[config.mk]
export PLATFORM = sky130hd
export DESIGN_NAME = qsfp_sb_multi_scan
export DESIGN_NICKNAME = d
export VERILOG_FILES = /design/src/rtl/qsfp_sb_multi_scan.sv
export SDC_FILE = /design/constraint.sdc
export NUM_CORES = 1
export LEC_CHECK = 0
export BUFFER_PORTS_ARGS = -buffer_cell sky130_fd_sc_hd__buf_4
export CORE_ASPECT_RATIO = 0.75
export CORE_UTILIZATION = 56
export DETAILED_ROUTE_END_ITERATION = 7
export HOLD_SLACK_MARGIN = 0.12
export PLACE_DENSITY = 0.82
export SLEW_MARGIN = 15
export SYNTH_ARGS = -nofsm -noshare
export SYNTH_HDL_FRONTEND = slang
export SYNTH_SLANG_ARGS = --single-unit
[constraint.sdc]
create_clock -name clk -period 2.4 [get_ports clk]
set_input_delay 0.24 -clock clk [delete_from_list [all_inputs] [get_ports clk]]
set_output_delay 0.24 -clock clk [all_outputs]
set_load 0.02 [all_outputs]
[src/rtl/qsfp_sb_multi_scan.sv]
// rtl/qsfp_sb_multi_scan.sv - multi-cage QSFP sideband scanner driving the I2C command engine
// Per sweep: mux select, then expander init or read, plug tracking and per-port timeout flags.
module qsfp_sb_multi_scan #(
  parameter int unsigned NUM_PORTS      = 2,
  parameter logic [31:0] MUX0_VALUES    = 32'h00000201,
  parameter logic [31:0] MUX1_VALUES    = 32'h00000000,
  parameter logic [15:0] DELAY_CYCLES   = 16'h0400,
  parameter logic [19:0] TIMEOUT_CYCLES = 20'hFFFFF
) (
  input  logic                 clk,
  input  logic                 rst,
  input  logic                 start,
  input  logic                 init,
  output logic                 complete,
  output logic                 busy,
  output logic [NUM_PORTS-1:0] plug_present,
  output logic [NUM_PORTS-1:0] plug_event,
  output logic [NUM_PORTS-1:0] int_active,
  output logic [NUM_PORTS-1:0] err,
  output logic [3:0]           dbg_cstate,
  output logic [1:0]           dbg_port,
  output logic                 IO_CONTROL_PULSE,
  output logic                 IO_CONTROL_RW,
  output logic [7:0]           IO_CONTROL_ID,
  output logic [7:0]           IO_ADDR_ADDR,
  output logic [7:0]           IO_WDATA_WDATA,
  input  logic [7:0]           IO_RDATA_RDATA,
  input  logic                 IO_CONTROL_CMPLT
);

  typedef enum logic [3:0] {
    S_IDLE   = 4'd0,
    S_ISSUE  = 4'd1,
    S_WAIT   = 4'd2,
    S_DELAY  = 4'd3,
    S_DECIDE = 4'd4,
    S_NEXT   = 4'd5,
    S_DONE   = 4'd6
  } state_t;

  localparam logic [2:0] C_MUX0   = 3'd0;
  localparam logic [2:0] C_MUX1   = 3'd1;
  localparam logic [2:0] C_CFG0   = 3'd2;
  localparam logic [2:0] C_CFG1   = 3'd3;
  localparam logic [2:0] C_READ   = 3'd4;
  localparam logic [2:0] C_REMOVE = 3'd5;
  localparam logic [2:0] C_INSERT = 3'd6;
  localparam logic [1:0] LAST_PORT = 2'(NUM_PORTS - 1);

  state_t               state_q, state_d;
  logic [1:0]           port_q, port_d;
  logic [2:0]           cmd_q, cmd_d;
  logic                 init_q, init_d;
  logic [19:0]          tcnt_q, tcnt_d;
  logic [15:0]          dcnt_q, dcnt_d;
  logic [1:0]           rd_bits_q, rd_bits_d;
  logic                 tmo_q, tmo_d;
  logic [NUM_PORTS-1:0] plug_q, plug_d;
  logic [NUM_PORTS-1:0] event_q, event_d;
  logic [NUM_PORTS-1:0] int_q, int_d;
  logic [NUM_PORTS-1:0] err_q, err_d;
  logic                 rw_q, rw_d;
  logic [7:0]           id_q, id_d;
  logic [7:0]           addr_q, addr_d;
  logic [7:0]           wdata_q, wdata_d;

  logic [NUM_PORTS-1:0] port_sel;
  logic                 cur_plug;
  logic [7:0]           mux0_byte;
  logic [7:0]           mux1_byte;
  logic                 unused_rdata;

  // Only INTL (bit 1) and the presence bit (bit 2) matter to this block.
  assign unused_rdata = ^{IO_RDATA_RDATA[7:3], IO_RDATA_RDATA[0]};

  always_comb begin
    port_sel = '0;
    for (int p = 0; p < int'(NUM_PORTS); p++) begin
      port_sel[p] = (port_q == 2'(p));
    end
    cur_plug = |(plug_q & port_sel);
  end

  always_comb begin
    state_d   = state_q;
    port_d    = port_q;
    cmd_d     = cmd_q;
    init_d    = init_q;
    tcnt_d    = tcnt_q;
    dcnt_d    = dcnt_q;
    rd_bits_d = rd_bits_q;
    tmo_d     = tmo_q;
    plug_d    = plug_q;
    event_d   = '0;
    int_d     = int_q;
    err_d     = err_q;
    case (state_q)
      S_IDLE: begin
        if (start) begin
          init_d  = init;
          port_d  = 2'd0;
          cmd_d   = C_MUX0;
          tmo_d   = 1'b0;
          state_d = S_ISSUE;
        end
      end
      S_ISSUE: begin
        tcnt_d  = '0;
        state_d = S_WAIT;
      end
      S_WAIT: begin
        // Completion is checked first so a CMPLT on the last allowed cycle still counts.
        if (IO_CONTROL_CMPLT) begin
          if (cmd_q == C_READ) rd_bits_d = IO_RDATA_RDATA[2:1];
          dcnt_d  = '0;
          state_d = S_DELAY;
        end else if (tcnt_q == TIMEOUT_CYCLES - 20'd1) begin
          err_d   = err_q | port_sel;
          tmo_d   = 1'b1;
          state_d = S_NEXT;
        end else begin
          tcnt_d = tcnt_q + 20'd1;
        end
      end
      S_DELAY: begin
        if (dcnt_q == DELAY_CYCLES - 16'd1) begin
          case (cmd_q)
            C_MUX0:  begin cmd_d = C_MUX1; state_d = S_ISSUE; end
            C_MUX1:  begin cmd_d = init_q ? C_CFG0 : C_READ; state_d = S_ISSUE; end
            C_CFG0:  begin cmd_d = C_CFG1; state_d = S_ISSUE; end
            C_READ:  state_d = S_DECIDE;
            default: state_d = S_NEXT;
          endcase
        end else begin
          dcnt_d = dcnt_q + 16'd1;
        end
      end
      S_DECIDE: begin
        int_d = rd_bits_q[0] ? (int_q & ~port_sel) : (int_q | port_sel);
        if (!rd_bits_q[1] && !cur_plug) begin
          cmd_d   = C_INSERT;
          plug_d  = plug_q | port_sel;
          event_d = port_sel;
          state_d = S_ISSUE;
        end else if (rd_bits_q[1] && cur_plug) begin
          cmd_d   = C_REMOVE;
          plug_d  = plug_q & ~port_sel;
          event_d = port_sel;
          state_d = S_ISSUE;
        end else begin
          state_d = S_NEXT;
        end
      end
      S_NEXT: begin
        if (!tmo_q) err_d = err_q & ~port_sel;
        tmo_d = 1'b0;
        if (port_q == LAST_PORT) begin
          state_d = S_DONE;
        end else begin
          port_d  = port_q + 2'd1;
          cmd_d   = C_MUX0;
          state_d = S_ISSUE;
        end
      end
      S_DONE:  state_d = S_IDLE;
      default: state_d = S_IDLE;
    endcase
  end

  // Command fields are loaded on entry to ISSUE and held until the next command.
  always_comb begin
    mux0_byte = MUX0_VALUES[{port_d, 3'b000} +: 8];
    mux1_byte = MUX1_VALUES[{port_d, 3'b000} +: 8];
    rw_d      = rw_q;
    id_d      = id_q;
    addr_d    = addr_q;
    wdata_d   = wdata_q;
    if (state_d == S_ISSUE) begin
      rw_d    = 1'b0;
      id_d    = 8'h40;
      addr_d  = 8'h01;
      wdata_d = 8'h00;
      case (cmd_d)
        C_MUX0:   begin id_d = 8'hE0; addr_d = mux0_byte; wdata_d = mux0_byte; end
        C_MUX1:   begin id_d = 8'hE4; addr_d = mux1_byte; wdata_d = mux1_byte; end
        C_CFG1:   begin addr_d = 8'h03; wdata_d = 8'h06; end
        C_READ:   begin rw_d = 1'b1; addr_d = 8'h00; end
        C_INSERT: wdata_d = 8'h10;
        default:  ;
      endcase
    end
  end

  always_ff @(posedge clk) begin
    if (rst) begin
      state_q   <= S_IDLE;
      port_q    <= '0;
      cmd_q     <= '0;
      init_q    <= 1'b0;
      tcnt_q    <= '0;
      dcnt_q    <= '0;
      rd_bits_q <= '0;
      tmo_q     <= 1'b0;
      plug_q    <= '0;
      event_q   <= '0;
      int_q     <= '0;
      err_q     <= '0;
      rw_q      <= 1'b0;
      id_q      <= '0;
      addr_q    <= '0;
      wdata_q   <= '0;
    end else begin
      state_q   <= state_d;
      port_q    <= port_d;
      cmd_q     <= cmd_d;
      init_q    <= init_d;
      tcnt_q    <= tcnt_d;
      dcnt_q    <= dcnt_d;
      rd_bits_q <= rd_bits_d;
      tmo_q     <= tmo_d;
      plug_q    <= plug_d;
      event_q   <= event_d;
      int_q     <= int_d;
      err_q     <= err_d;
      rw_q      <= rw_d;
      id_q      <= id_d;
      addr_q    <= addr_d;
      wdata_q   <= wdata_d;
    end
  end

  assign complete         = (state_q == S_DONE);
  assign busy             = (state_q != S_IDLE) && (state_q != S_DONE);
  assign plug_present     = plug_q;
  assign plug_event       = event_q;
  assign int_active       = int_q;
  assign err              = err_q;
  assign dbg_cstate       = state_q;
  assign dbg_port         = port_q;
  assign IO_CONTROL_PULSE = (state_q == S_ISSUE);
  assign IO_CONTROL_RW    = rw_q;
  assign IO_CONTROL_ID    = id_q;
  assign IO_ADDR_ADDR     = addr_q;
  assign IO_WDATA_WDATA   = wdata_q;

endmodule

==> results.toml <==
[yosys]
async_reset_ff_share_pct = 0
ys_warn_count = 0
synthTopCellsByArea = "dfxtp_1, nor2_1, xor2_1"
synth-main-ff-cell = "dfxtp_1"
yosysMostFrequentCell = "dfxtp_1"
synth_area_per_cell_um2 = 8.76
synth-seq-cells = 67
syn_area_um2 = 3640
seq_area_frac_synth_pct = 36.8
synth_area_leader_cell = "dfxtp_1"
netlist_instances = 416
synth_commonest_cells = "dfxtp_1, nor2_1, a21oi_1"
yosysTopAreaCellShare_pct = 36.8
synth-edff-count = 0
synth_cell_types = 71

[critical_path]
end_kind = "flip-flop"
r2r_slack_ns = 0.12
crit_arrival_ns = 2.53
rr_worst_depth = 5
worstSetupPathType = "reg -> reg"
cp_max_fo = 12
timing.rr.end = "IO_CONTROL_RW"
cp-start-kind = "flip-flop"
r2r_start = "dbg_cstate[2]"
crit_required_ns = 2.66

[placed_design]
io_buffer_count = 34
place_hpwl_mm = 5.99
placed_cell_area_um2 = 3920
dp.cells = 526
preCtsSetupSlack_ns = 0.120
gp_congestion = 0.879

[sta]
hold_violations = 0
fin_worst_skew_ns = 0.00881
timing.final.crit_period_ns = 2.28
setup_viol = 0
worst_pin_slew_ns = 0.505
maxSlewViolCount = 0
tns_ns = 0
rsz0062_at_grt = "no"
fmax_ghz = 0.440
timing.final.crit_share_pct = 94.8
timing.slew.headroom_pct = 66.3
setup_slack_ns = 0.125

[power]
p_total_mw = 2.11
p_leak_nw = 1.61
power_per_cell_area_nw_per_um2 = 512
peakVddDrop_mv = 0.446

[global_routing]
grt_usage_pct = 25.5
grt_max_degree = 31
grt_pass1_vias = 2868
grt_pass1_wl_mm = 13.5
antenna_found_initial = 0
grt_overflow = 0

[route]
dr.pass1.iters = 5
vias = 3199
ant_nets = 0
wirelength_mm = 8.18
viasPerCell = 5.88
wire_per_inst_um = 15.0
drt_iter0_drc = 269
drc = 0

[worst_hold_path]
hold_path_depth = 3
hold_path_end = "rd_bits_q[1]"
hold_class = "in -> reg"
hp-start = "IO_RDATA_RDATA[2]"

[cts]
cts_tree = "built"
cts.sinks = 67
clk_path_buf_depth = 2
clock_latency_ns = 0.35
cts_htree_levels = 3
hold_buffers = 0
clkSlewWorstSetupHoldPaths_ns = 0.07
cts_buffers = 9
root_buffer = "clkbuf_8"

[floorplanning]
rows = 25
die_w_um = 95.1
coreArea_um2 = 6290
io_pins = 55
initial_core_util_pct = 57.9
fp.dieArea_um2 = 6830
die_h_um = 71.8

[cells_and_area]
finalNetCount = 477
nFillCells = 521
drive_gt1_share_pct = 21.0
syn_to_final_growth_pct = 13.1
antenna_cells = 0
fin_cells = 544
finalInstanceArea_um2 = 4120

[outcome]
outcome = "complete, no violations"

[job]
drv_cap = 0
stage by stage:
| step | hold WS, ns | util [%] |
|---|---|---|
| 4_1_cts | 0.123 | 65.1 |
| 3_3_place_gp | 0.447 | 62.3 |
| 6_report | 0.128 | 65.5 |
| 5_1_grt | 0.143 | 65.5 |
| 3_5_place_dp | 0.460 | 62.3 |
| 2_1_floorplan | 0.384 | - |
layer usage:
| metal | part of all wire, % | GRT usage (%) | up-vias |
|---|---|---|---|
| met1 | 47 | 34.6 | 1499 |
| met4 | 1.9 | 9.76 | 0 |
| met2 | 45 | 37.8 | 125 |
| met3 | 6.6 | 8.07 | 19 |
| met5 | 0 | 0 | - |
| li1 | - | - | 1556 |
power by group:
group / leakage (nW) / switching, mW / internal (mW)
registers: 0.541 / 0.00868 / 1.12
clock network: 0.0843 / 0.441 / 0.400
logic: 0.980 / 0.0942 / 0.0461
area by class of cell:
class / count / area, µm² / area share [%]
repair buffers: 50 / 375 / 9.12
clock inverters: 6 / 41.3 / 1.00
inverters: 10 / 37.5 / 0.912
clock buffers: 10 / 138 / 3.34
multi-input cells: 320 / 2080 / 50.6
well taps: 81 / 101 / 2.46
flip-flops and latches: 67 / 1340 / 32.6
cell families after synthesis:
| logic type | after synthesis | synth area share (%) |
|---|---|---|
| buffers and inverters | 43 | 7.63 |
| AOI/OAI and AO/OA | 92 | 19.0 |
| adders and majority gates | 6 | 2.06 |
| and+or+nand+nor | 172 | 25.7 |
| other | 1 | 0.103 |
| xor gates and xnor gates | 26 | 6.25 |
| DFF | 67 | 36.8 |
| muxes | 9 | 2.47 |
worst max path at each step:
| stage | from | depth (start not counted) | to |
|---|---|---|---|
| finish | dbg_cstate[2] | 5 | IO_CONTROL_RW |
| global route | dbg_port[0] | 10 | IO_WDATA_WDATA[2] |
| CTS | dbg_port[0] | 9 | IO_CONTROL_RW |
| detailed placement | dbg_port[0] | 9 | IO_CONTROL_RW |
| global placement | dbg_cstate[1] | 6 | IO_ADDR_ADDR[1] |
| floorplan | dbg_port[0] | 10 | IO_ADDR_ADDR[0] |
worst max-delay path, stage by stage, from the launching register on:
cell and delay (ns):
dfxtp_1 0.54, or4b_2 0.68, o211a_1 0.21, a21oi_2 0.31, nand4_1 0.19, o32ai_1 0.25
what timing repair did:
action / CTS / global route
setup endpoints to repair: 0 / 8
buffers inserted: 0 / 2
endpoints found under the hold margin: 0 / 0
gates resized for setup: 0 / 3
registers in the layout, indices dropped and copies added, names as in the netlist, named ones only:
| name | count |
|---|---|
| IO_ADDR_ADDR | 2 |
| IO_CONTROL_ID | 3 |
| IO_CONTROL_RW | 1 |
| IO_WDATA_WDATA | 4 |
| cmd_q | 3 |
| dbg_cstate | 4 |
| dbg_port | 2 |
| dcnt_q | 16 |
| init_q | 1 |
| plug_event | 2 |
| rd_bits_q | 2 |
| tcnt_q | 20 |
| tmo_q | 1 |
cell usage in the layout (no fill, tap or decap), types with 2 or more instances in the layout:
master       n
a22oi_1      2
nor3b_1      3
xor2_1      24
and3_1       7
o21ai_0     18
inv_1        9
nand2b_1     2
nand4_1     14
nor4b_2      2
clkinvlp_4   3
nand2_1     24
a21oi_2      2
xnor2_1      2
a21o_2       2
mux2i_1      9
clkbuf_8    10
and4_1       2
a21oi_1     25
or2_2        2
nor3_1       2
or3_1       10
o211ai_1     8
o2111ai_1    5
o21a_1       2
dfxtp_1     66
a41o_2       2
o32ai_1      3
nand3_1     17
and2_1       8
ha_1         6
a221oi_1     3
clkinv_2     2
nand4bb_1    2
buf_4       50
conb_1      15
nor2_1      62
No activity file was read; power rests on OpenSTA's default activity.
